$ cat config.mk
export PLATFORM = sky130hd
export DESIGN_NAME = node_id_allocator
export DESIGN_NICKNAME = d
export VERILOG_FILES = /design/src/rtl/node_id_pkg.sv /design/src/rtl/node_id_allocator.sv
export SDC_FILE = /design/constraint.sdc
export NUM_CORES = 1
export LEC_CHECK = 0
export CORE_ASPECT_RATIO = 0.5
export CORE_MARGIN = 2
export CORE_UTILIZATION = 40
export DETAILED_ROUTE_END_ITERATION = 12
export PLACE_DENSITY_LB_ADDON = 0.2
export SETUP_SLACK_MARGIN = 0.1
export SLEW_MARGIN = 15
export SYNTH_ARGS = -nofsm -noshare
export SYNTH_HDL_FRONTEND = slang
export SYNTH_SLANG_ARGS = --single-unit
$ cat constraint.sdc
create_clock -name clk -period 2 [get_ports clk]
set_input_delay 0.2 -clock clk [delete_from_list [all_inputs] [get_ports clk]]
set_output_delay 0.2 -clock clk [all_outputs]
set_load 0.02 [all_outputs]
$ cat src/rtl/node_id_pkg.sv
// Shared types for the node-name to node-index allocator: name width, LUT entry
// layout and controller states.
package node_id_pkg;

    // Three letters of five bits each.
    localparam int unsigned NODE_STR_WIDTH = 15;

    // Widest index an entry can carry; the live index width is a parameter of the block.
    localparam int unsigned LUT_IDX_MAX_WIDTH = 15;

    // LUT entry: the valid flag sits above the index in the stored word.
    typedef struct packed {
        logic                         valid;
        logic [LUT_IDX_MAX_WIDTH-1:0] idx;
    } lut_entry_t;

    typedef enum logic [2:0] {
        StClear,
        StIdle,
        StLookup,
        StResolve,
        StEmit
    } alloc_state_e;

endpackage

$ cat src/rtl/node_id_allocator.sv
// Maps 15-bit node names of incoming edges to dense node indices using an external
// dual-port LUT (1-cycle read latency, read-before-write). One edge is in flight at
// a time: IDLE -> LOOKUP -> RESOLVE -> EMIT.
// Build option NODE_ID_ALLOC_CLEAR_EN: when defined, reset first sweeps the whole LUT
// to zero (CLEAR state); when undefined, the LUT is assumed zero-initialised.
module node_id_allocator #(
    parameter int NODE_STR_WIDTH = node_id_pkg::NODE_STR_WIDTH,
    parameter int MAX_NODES      = 1024,
    parameter int NODE_IDX_WIDTH = $clog2(MAX_NODES)
) (
    input  logic                      clk,
    input  logic                      rst_n,
    input  logic                      in_valid,
    output logic                      in_ready,
    input  logic [NODE_STR_WIDTH-1:0] in_src_str,
    input  logic [NODE_STR_WIDTH-1:0] in_dst_str,
    output logic                      out_valid,
    input  logic                      out_ready,
    output logic [NODE_IDX_WIDTH-1:0] out_src_idx,
    output logic [NODE_IDX_WIDTH-1:0] out_dst_idx,
    output logic [NODE_IDX_WIDTH:0]   node_count,
    output logic                      overflow,
    output logic                      init_done,
    output logic                      node_lut_src_wr_en,
    output logic                      node_lut_dst_wr_en,
    output logic [NODE_STR_WIDTH-1:0] src_node_str,
    output logic [NODE_STR_WIDTH-1:0] dst_node_str,
    output logic [NODE_IDX_WIDTH:0]   node_lut_src_wr_data,
    output logic [NODE_IDX_WIDTH:0]   node_lut_dst_wr_data,
    input  logic [NODE_IDX_WIDTH:0]   node_lut_src_rd_data,
    input  logic [NODE_IDX_WIDTH:0]   node_lut_dst_rd_data
);
    import node_id_pkg::*;

    localparam logic [NODE_IDX_WIDTH:0]   CNT_LIMIT = (NODE_IDX_WIDTH + 1)'(MAX_NODES);
    localparam logic [NODE_IDX_WIDTH:0]   CNT_ONE   = (NODE_IDX_WIDTH + 1)'(1);
    localparam logic [NODE_IDX_WIDTH-1:0] IDX_SAT   = NODE_IDX_WIDTH'(MAX_NODES - 1);

`ifdef NODE_ID_ALLOC_CLEAR_EN
    localparam int                   CLR_WIDTH   = NODE_STR_WIDTH - 1;
    localparam logic [CLR_WIDTH-1:0] CLR_ONE     = CLR_WIDTH'(1);
    localparam alloc_state_e         RESET_STATE = StClear;
    logic [CLR_WIDTH-1:0] clr_cnt_q;
`else
    localparam alloc_state_e         RESET_STATE = StIdle;
`endif

    alloc_state_e              state_q;
    logic                      in_ready_q;
    logic                      out_valid_q;
    logic [NODE_IDX_WIDTH-1:0] out_src_q;
    logic [NODE_IDX_WIDTH-1:0] out_dst_q;
    logic [NODE_IDX_WIDTH:0]   node_count_q;
    logic                      overflow_q;
    logic                      init_done_q;
    logic                      wr_a_q;
    logic                      wr_b_q;
    logic [NODE_STR_WIDTH-1:0] addr_a_q;
    logic [NODE_STR_WIDTH-1:0] addr_b_q;
    logic [NODE_IDX_WIDTH:0]   wdata_a_q;
    logic [NODE_IDX_WIDTH:0]   wdata_b_q;

    lut_entry_t                src_ent;
    lut_entry_t                dst_ent;
    logic                      same_str;
    logic [NODE_IDX_WIDTH-1:0] res_src_idx;
    logic [NODE_IDX_WIDTH-1:0] res_dst_idx;
    logic [NODE_IDX_WIDTH:0]   res_count;
    logic                      res_wr_a;
    logic                      res_wr_b;
    logic                      res_ovf;
    logic                      unused_ent_idx;

    // The latched names double as the LUT addresses, so equality is checked on them.
    assign same_str = (addr_a_q == addr_b_q);

    // Resolve both sides from the LUT read data; src allocates before dst.
    always_comb begin
        src_ent.valid = node_lut_src_rd_data[NODE_IDX_WIDTH];
        src_ent.idx   = LUT_IDX_MAX_WIDTH'(node_lut_src_rd_data[NODE_IDX_WIDTH-1:0]);
        dst_ent.valid = node_lut_dst_rd_data[NODE_IDX_WIDTH];
        dst_ent.idx   = LUT_IDX_MAX_WIDTH'(node_lut_dst_rd_data[NODE_IDX_WIDTH-1:0]);
        res_count     = node_count_q;
        res_wr_a      = 1'b0;
        res_wr_b      = 1'b0;
        res_ovf       = 1'b0;
        res_src_idx   = src_ent.idx[NODE_IDX_WIDTH-1:0];
        res_dst_idx   = dst_ent.idx[NODE_IDX_WIDTH-1:0];
        if (!src_ent.valid) begin
            if (res_count < CNT_LIMIT) begin
                res_src_idx = res_count[NODE_IDX_WIDTH-1:0];
                res_wr_a    = 1'b1;
                res_count   = res_count + CNT_ONE;
            end else begin
                res_src_idx = IDX_SAT;
                res_ovf     = 1'b1;
            end
        end
        // A self-loop uses one index and writes only port A to avoid a same-address
        // dual-port write.
        if (same_str) begin
            res_dst_idx = res_src_idx;
        end else if (!dst_ent.valid) begin
            if (res_count < CNT_LIMIT) begin
                res_dst_idx = res_count[NODE_IDX_WIDTH-1:0];
                res_wr_b    = 1'b1;
                res_count   = res_count + CNT_ONE;
            end else begin
                res_dst_idx = IDX_SAT;
                res_ovf     = 1'b1;
            end
        end
    end

    // Index bits above the configured width are always zero.
    assign unused_ent_idx = ^{src_ent.idx, dst_ent.idx};

    // Controller FSM with all outputs registered.
    always_ff @(posedge clk or negedge rst_n) begin
        if (!rst_n) begin
            state_q      <= RESET_STATE;
            in_ready_q   <= 1'b0;
            out_valid_q  <= 1'b0;
            out_src_q    <= '0;
            out_dst_q    <= '0;
            node_count_q <= '0;
            overflow_q   <= 1'b0;
            init_done_q  <= 1'b0;
            wr_a_q       <= 1'b0;
            wr_b_q       <= 1'b0;
            addr_a_q     <= '0;
            addr_b_q     <= '0;
            wdata_a_q    <= '0;
            wdata_b_q    <= '0;
`ifdef NODE_ID_ALLOC_CLEAR_EN
            clr_cnt_q    <= '0;
`endif
        end else begin
            wr_a_q <= 1'b0;
            wr_b_q <= 1'b0;
            unique case (state_q)
`ifdef NODE_ID_ALLOC_CLEAR_EN
                StClear: begin
                    // Port A sweeps the lower half of the LUT, port B the upper half.
                    addr_a_q  <= {1'b0, clr_cnt_q};
                    addr_b_q  <= {1'b1, clr_cnt_q};
                    wdata_a_q <= '0;
                    wdata_b_q <= '0;
                    wr_a_q    <= 1'b1;
                    wr_b_q    <= 1'b1;
                    clr_cnt_q <= clr_cnt_q + CLR_ONE;
                    if (&clr_cnt_q) begin
                        state_q     <= StIdle;
                        init_done_q <= 1'b1;
                        in_ready_q  <= 1'b1;
                    end
                end
`endif
                StIdle: begin
                    if (!init_done_q) begin
                        // First cycle after reset when there is no clear sweep.
                        init_done_q <= 1'b1;
                        in_ready_q  <= 1'b1;
                    end else if (in_valid && in_ready_q) begin
                        addr_a_q   <= in_src_str;
                        addr_b_q   <= in_dst_str;
                        in_ready_q <= 1'b0;
                        state_q    <= StLookup;
                    end
                end
                StLookup: begin
                    state_q <= StResolve;
                end
                StResolve: begin
                    out_src_q    <= res_src_idx;
                    out_dst_q    <= res_dst_idx;
                    out_valid_q  <= 1'b1;
                    node_count_q <= res_count;
                    overflow_q   <= overflow_q | res_ovf;
                    wr_a_q       <= res_wr_a;
                    wr_b_q       <= res_wr_b;
                    wdata_a_q    <= {1'b1, res_src_idx};
                    wdata_b_q    <= {1'b1, res_dst_idx};
                    state_q      <= StEmit;
                end
                StEmit: begin
                    if (out_ready) begin
                        out_valid_q <= 1'b0;
                        in_ready_q  <= 1'b1;
                        state_q     <= StIdle;
                    end
                end
                default: begin
                    state_q <= RESET_STATE;
                end
            endcase
        end
    end

    assign in_ready             = in_ready_q;
    assign out_valid            = out_valid_q;
    assign out_src_idx          = out_src_q;
    assign out_dst_idx          = out_dst_q;
    assign node_count           = node_count_q;
    assign overflow             = overflow_q;
    assign init_done            = init_done_q;
    assign node_lut_src_wr_en   = wr_a_q;
    assign node_lut_dst_wr_en   = wr_b_q;
    assign src_node_str         = addr_a_q;
    assign dst_node_str         = addr_b_q;
    assign node_lut_src_wr_data = wdata_a_q;
    assign node_lut_dst_wr_data = wdata_b_q;

endmodule

# --- After elaboration in Yosys (flattened, before gate mapping) ---
# Cells that the tools add are included.
totals:
  output_inout_bits: 89
  elab_cells: 67
  inputBits: 56
  reg_bits: 92
classes:
  n_mux: 32
  n_eq_ne: 9
  n_lt_le_gt_ge: 2
  add_sub_neg: 2
  n_reduce_logical: 7
  bitwise_logic: 1
ops:
  columns: ["op", "count"]
  rows:
  - ["two-way mux 11 bit", 5]
  - ["two-way mux 10 bit", 5]
  - ["adder 11 x 1 -> 11 bit (second input constant)", 2]
  - ["less-than comparator 11 bit (second input constant)", 2]
  - ["two-way mux 1 bit", 16]
  - ["== test 15 bit", 1]
  - ["one-hot mux 3 bit (4 select lines)", 1]
  - ["two-way mux 3 bit", 3]
  - ["AND reduction 3 bit", 3]
  - ["== test 3 x 2 -> 1 bit (second input constant)", 2]
  - ["inequality test 2 bit (second input constant)", 3]
  - ["one-hot mux 1 bit (2 select lines)", 2]
  - ["nonzero test 2 bit", 2]
  - ["== test 3 x 1 -> 1 bit (second input constant)", 1]
  - ["== test 3 bit (second input constant)", 1]
  - ["inequality test 3 bit (second input constant)", 1]
  - ["AND reduction 2 bit", 1]
  - ["logical AND 1 bit", 1]
  - ["bitwise OR 1 bit", 1]

# --- Logic depth before layout (Yosys ltp) ---
# Gate-level depths: netlist (run 1).
depth:
  ltp_word: 8
  depth_mapped: 11
  ltp_nobuf: 10

# --- Worst setup path before layout (run 1) ---
# No wires, ideal clock.
synth_path:
  path_type: "register -> register"
  startpoint: "register node_count_q[10], in the netlist node_count[10]"
  endpoint: "register node_count_q[8], in the netlist node_count[8]"
  arrival_ps: 2233
  slack_ps: -362
  path_stages_with_launch: 11
  period_less_slack_ps: 2362
  t_required_ps: 1871
  setup_ps: 129
  cell_sequence: "dfrtp_1 clkbuf_1 inv_1 ha_1 mux2i_1 ha_1 nand3_1 nor4b_2 and2b_1 xnor2_1 o21ai_1"
synth_via:
  elab_chain_len: 7
synth_lines:
  columns: ["item", "line", "text"]
  rows:
  - ["from (decl)", "node_id_allocator.sv:53", "logic [NODE_IDX_WIDTH:0] node_count_q;"]
  - ["from (signal assigned)", "node_id_allocator.sv:178", "node_count_q <= res_count;"]
  - ["less-than comparator 11 bit or adder 11 x 1 -> 11 bit (tied branches)", "node_id_allocator.sv:90, node_id_allocator.sv:93", null]
  - ["two-way mux 11 bit", "node_id_allocator.sv:90", "if (res_count < CNT_LIMIT) begin"]
  - ["two-way mux 11 bit (*)", "node_id_allocator.sv:89", "if (!src_ent.valid) begin"]
  - ["adder 11 x 1 -> 11 bit or less-than comparator 11 bit (tied branches)", "node_id_allocator.sv:107, node_id_allocator.sv:104", null]
  - ["two-way mux 11 bit", "node_id_allocator.sv:104", "if (res_count < CNT_LIMIT) begin"]
  - ["two-way mux 11 bit", "node_id_allocator.sv:103", "end else if (!dst_ent.valid) begin"]
  - ["two-way mux 11 bit (*)", "node_id_allocator.sv:101", "if (same_str) begin"]
# Every way passes the cells marked *; elsewhere a longest branch is shown, timed or not.
# A chain may end at the register's enable or synchronous reset.

# --- Worst setup path in the final report (run 1) ---
layout_path:
  startpoint: "register node_count_q[10], in the netlist node_count[10]"
  endpoint: "register node_count_q[9], in the netlist node_count[9]"
# Same word-level chain as after synthesis.

==> flow_metrics.tcl, run 1 <==
set metrics [dict create \
    status "complete, but fails checks" \
    violations "negative setup slack" \
    rr_worst_depth 8 \
    grt_pass1_wl_um 17000 \
    grt_use_total_pct 20.8 \
    gp_congestion 0.881 \
    synthTopCellsByArea "dfrtp_1 45%, mux2_2 9.0%, o21ai_0 5.1%, nand2_1 4.3%, xnor2_1 4.3%" \
    critical_path_class "reg2reg" \
    worst_pin_slew_ns 0.394 \
    n_antenna_cell 0 \
    async_reset_ff_share_pct 100 \
    maxCapViolations 0 \
    avgViaCountPerCell 4.95 \
    cp_max_fo 5 \
    core_region_area_um2 9450 \
    synth_most_common_cell "dfrtp_1" \
    yosysWarnings 0 \
    drt_iter0_markers 182 \
    worstReg2RegEnd "node_count[9]" \
    yosys_register_bits 71 \
    dieWidth_um 143 \
    cts_inserted_buffers 9 \
    gr-total-overflow 0 \
    end_kind "flop" \
    clk_pin_slew_worst_paths_ns 0.06 \
    r2r_start "node_count[10]" \
    rows 25 \
    fin_ws_ns -0.171 \
    start_util_pct 41.2 \
    wl_um 11400 \
    drc 0 \
    hold_viol 0 \
    cp.arrival_ns 2.35 \
    rsz0062_at_grt "yes" \
    irDropWorstVdd_v 0.000896 \
    cts_tree "done" \
    dp_slack_ns -0.418 \
    die-area_um2 10600 \
    cp.required_ns 2.18 \
    cts_max_path_buffers 2 \
    synth_cell_types 49 \
    io_pins 145 \
    period_share_pct 109 \
    fin_crit_ns 2.17 \
    drive_gt1_share_pct 31.7 \
    regToRegSetupSlack_ns -0.17 \
    yosys.area.top_type "dfrtp_1" \
    avgSynthCellArea_um2 10.1 \
    die_h_um 73.7 \
    nNetsFinal 641 \
    slew_violations 0 \
    synth_area_um2 3890 \
    synth_commonest_cells "70 x dfrtp_1, 45 x nand2_1, 40 x o21ai_0" \
    maxSlewHeadroom_pct 73.7 \
    hold_path.class "in2async" \
    antenna_found_initial 0 \
    htreeDepth 3 \
    area_growth_pct 68.4 \
    clock_skew_ns 0.00527 \
    synth_ff_type "dfrtp_1" \
    power_density_nw_per_um2 1510 \
    synth.top_cell.area_share_pct 45.0 \
    synth_seq_area_share_pct 45.7 \
    root_buffer "clkbuf_16" \
    clock_latency_ns 0.34 \
    setup_tns_ns -0.468 \
    setup_viol 6 \
    p_leak_uw 0.00287 \
    syn-instance-count 387 \
    dp_hpwl_um 7830 \
    grt_max_degree 72 \
    grt_pass1_vias 3481 \
    drtPass1Iterations 4 \
    synth_enable_flop_cells 0 \
    synth_nets 447 \
    clock_sinks 71 \
    dr_total_vias 3571 \
    cp-start-kind "flop" \
    fmax_ghz 0.461 \
    port_buffers 144 \
    antenna_left 0 \
    wl_per_cell_um 15.8 \
]
## registers in the layout, summed over array words and instances, names as in the netlist, 2 cells and up
register              flops
out_src_idx               9
node_lut_src_wr_data      2
node_count               11
src_node_str             15
dst_node_str             15
state_q                   3
out_dst_idx               9
## layout make-up
cell class	count	area, µm²
fillers	726	2890
repair buffers	229	2170
well taps	135	169
multi-input cells	262	2100
clock buffers	10	229
inverters	8	32.5
clock inverters	6	67.6
flip-flops and latches	71	1790
## worst max-delay path, stage by stage (launching register included)
cell and delay (ns):
dfrtp_2 0.45, or3b_4 0.45, buf_4 0.16, nor2_4 0.16, nand4_1 0.16, xor2_2 0.25, a211oi_1 0.08, a21oi_1 0.16
o311ai_0 0.16
## routing by layer
metal  GRT usage, %  wire length [µm]  vias to the layer above
met5              0                 0                        -
met4           7.19               251                        0
met3           5.80               736                       22
met2           36.6              5620                      126
met1           25.1              4790                     1721
li1               -                 -                     1702
## power by group
group | leakage (µW) | switching, µW | internal [µW] | total [µW]
Combinational | 0.00187 | 2670 | 3000 | 5670
Sequential | 0.000860 | 541 | 2080 | 2620
Clock | 0.000139 | 640 | 972 | 1610
## placed cells by master (no fill, tap or decap), types with 8 or more instances in the layout
| cell | Yosys | layout |
|---|---|---|
| dfrtp_1 | 70 | 64 |
| mux2i_1 | 12 | 11 |
| clkdlybuf4s50_1 | 0 | 142 |
| o21ai_0 | 40 | 25 |
| or3_1 | 10 | 8 |
| o21ai_1 | 3 | 15 |
| mux2_2 | 31 | 30 |
| clkbuf_16 | 0 | 11 |
| nand2_1 | 45 | 40 |
| nor2_1 | 13 | 8 |
| nor2b_1 | 11 | 11 |
| buf_4 | 22 | 74 |
| xnor2_1 | 19 | 19 |
## logic make-up after synthesis
group | share of synthesized area (%)
AO/OA/AOI/OAI | 10.8
XOR/XNOR | 7.17
adder cells (fa/ha/maj) | 1.29
buffers and inverters | 7.75
flip-flops | 45.7
multiplexers | 12.1
AND/OR/NAND/NOR | 15.2
## worst max path at each step
stage / start / to / cells after the start / slack [ns]
global placement: node_lut_src_rd_data[10] / node_count[9] / 8 / -0.37
CTS: node_count[10] / node_count[8] / 7 / -0.07
floorplan: node_count[2] / node_count[8] / 9 / -0.12
detailed placement: node_lut_src_rd_data[10] / node_count[8] / 8 / -0.42
finish: node_count[10] / node_count[9] / 8 / -0.17
global route: node_count[10] / node_count[9] / 8 / -0.29
## timing repair
item	4_1_cts	5_1_grt
buffers inserted	7	12
setup endpoints to repair	19	19
hold buffers	1	0
pin swaps	11	24
hold endpoints to repair	70	0
gates cloned	0	2
gates resized for setup	26	37
## stage by stage
step                      cells  util (%)  instance area, µm²  hold slack [ns]  total power, µW
after global placement      684      61.7                5830            0.257             7790
final                       721      69.4                6550            0.409             9900
after detailed placement    684      61.7                5830            0.262             7870
after floorplan             387         -                4000          -0.0956             5450
after CTS                   707      66.5                6280            0.438             9670
after global routing        721      69.4                6550            0.444            10500
Power figures use the tool's default switching activity.
==> run 2, diff against run 1 <==
--- a/config.mk
+++ b/config.mk
@@ -5,11 +5,11 @@
 export SDC_FILE = /design/constraint.sdc
 export NUM_CORES = 1
 export LEC_CHECK = 0
-export CORE_ASPECT_RATIO = 0.5
 export CORE_MARGIN = 2
 export CORE_UTILIZATION = 40
 export DETAILED_ROUTE_END_ITERATION = 12
 export PLACE_DENSITY_LB_ADDON = 0.2
+export REMOVE_ABC_BUFFERS = 1
 export SETUP_SLACK_MARGIN = 0.1
 export SLEW_MARGIN = 15
 export SYNTH_ARGS = -nofsm -noshare
==> run 2 against run 1 <==
The flow still finishes with violations (negative setup slack); sequential power is essentially flat; sequential share of layout area grew 0.76 points; design area shrank 3.0%; clock-buffer cell count is the same; via count shrank 1.5%; clock power shrank 19%; die area shrank 0.45%; sequential cell count is the same; core utilization shrank 1.2 points; clock skew grew 0.0059 ns; routed wire length shrank 1.3%; largest cell class is now multi-input gates; highest routed layer unchanged.
==> flow_metrics.tcl, run 2 (synthesized netlist as in run 1, its figures left out) <==
set metrics [dict create \
    status "complete, but fails checks" \
    violations "negative setup slack" \
    dp_cells 670 \
    maxSlewHeadroom_pct 66.7 \
    cp_max_fo 5 \
    wl_per_cell_um 16.1 \
    clock_sinks 71 \
    clk_pin_slew_worst_paths_ns 0.08 \
    start_util_pct 41.7 \
    final_cells 698 \
    drc 0 \
    die_h_um 103 \
    max_stage_delay_ns 0.45 \
    cp.required_ns 2.22 \
    gr-total-overflow 0 \
    grt_pass1_vias 3506 \
    irDropWorstVdd_v 0.000654 \
    maxCapViolations 0 \
    setup_viol 9 \
    whs_ns 0.343 \
    fillers 769 \
    clock_latency_ns 0.35 \
    power_density_nw_per_um2 1480 \
    grt_pass1_wl_um 17200 \
    hold_path.class "in2async" \
    grt_max_degree 39 \
    area_growth_pct 63.4 \
    startpoint "node_count[2]" \
    port_buffers 144 \
    gp_congestion 0.884 \
    fmax_ghz 0.461 \
    grt_use_total_pct 21.1 \
    clock_skew_ns 0.0112 \
    worst_pin_slew_ns 0.500 \
    path_cells "or3b_4 -> buf_12 -> buf_8 -> o22a_4 -> buf_4 -> nor3_1 -> xnor2_1 -> o21ai_1" \
    dp_hpwl_um 8130 \
    fin_crit_ns 2.17 \
    antenna_left 0 \
    drtPass1Iterations 4 \
    wl_um 11200 \
    die-area_um2 10500 \
    antenna_found_initial 0 \
    setup_tns_ns -0.855 \
    layout_commonest_cell "clkdlybuf4s50_1" \
    final_util_pct 68.1 \
    fin_ws_ns -0.170 \
    nNetsFinal 624 \
    hold_viol 0 \
    p_leak_uw 0.00278 \
    root_buffer "clkbuf_8" \
    dieWidth_um 103 \
    drt_iter0_markers 83 \
    n_antenna_cell 0 \
    end_kind "flop" \
    r2r_start "node_count[2]" \
    critical_path_class "reg2reg" \
    cpMaxStageDelayCell "or3b_4" \
    slew_violations 0 \
    avgViaCountPerCell 5.04 \
    rsz0062_at_grt "yes" \
    cts_inserted_buffers 9 \
    io_pins 145 \
    crit_family "simple AND/OR/NAND/NOR gates" \
    rows 35 \
    cts_tree "done" \
    drive_gt1_share_pct 29.2 \
    dr_total_vias 3519 \
    critPathBufInv 3 \
    layout_common_cells "143 x clkdlybuf4s50_1, 68 x dfrtp_1, 54 x buf_4, 38 x nand2_1, 31 x mux2_2" \
    cp-start-kind "flop" \
    htreeDepth 3 \
    cts_max_path_buffers 2 \
    cp.arrival_ns 2.39 \
    period_share_pct 109 \
    finalPower_uw 9380 \
    core_region_area_um2 9330 \
]
==> run 2: changes by cell type in the layout (fill, tap and decap cells not counted), sizes merged <==
cell | previous run | this run
clkdlybuf4s50 | 142 | 143
inv | 10 | 9
clkinvlp | 2 | 0
bufinv | 1 | 2
buf | 83 | 66
clkinv | 1 | 3
dlygate4sd2 | 1 | 0
==> run 2: timing repair <==
item / in CTS / in global routing
cloned: 0 / 2
hold endpoints to repair: 34 / 0
setup endpoints to repair: 18 / 21
hold buffers: 1 / 0
pin swaps: 6 / 15
buffers inserted: 2 / 7
gates resized for setup: 18 / 68
==> run 2: cell type report <==
class	count	area [µm²]	area share (%)
sequential	71	1780	28.0
timing repair buffer	212	2070	32.6
clock inverter	6	91.3	1.44
inverter	8	32.5	0.512
tap	129	161	2.54
clock buffer	10	138	2.17
multi-input combinational	262	2080	32.8
==> run 2: worst paths after layout <==
| kind | depth (start not counted) | end | slack, ns |
|---|---|---|---|
| setup / recovery | 8 | node_count[6] | -0.17 |
| hold / removal | 2 | dst_node_str[7] | 0.34 |
| setup reg to reg | 8 | node_count[6] | -0.17 |
| hold reg to reg | 1 | overflow | 0.47 |
| max in group asynchronous | 3 | dst_node_str[0] | 1.05 |
| min in group clk | 2 | dst_node_str[5] | 0.45 |
==> run 2: metrics by stage <==
step | worst slack [ns] | area, µm²
final | -0.170 | 6360
after global routing | -0.256 | 6360
after CTS | -0.0845 | 6000
after detailed placement | -0.410 | 5670
after global placement | -0.321 | 5670
after floorplan | -0.287 | 3620
==> run 2: where the power goes <==
part	internal [µW]	switching (µW)
combinational	2830	2630
sequential	2060	536
clock	743	569
total	5640	3740
==> run 2: routing by layer <==
metal | part of all wire (%) | up-vias | global-route usage (%)
li1 | - | 1666 | -
met1 | 41 | 1712 | 26.7
met2 | 52 | 120 | 36.3
met3 | 5.7 | 21 | 3.05
met4 | 1.8 | 0 | 8.21
met5 | 0 | - | 0
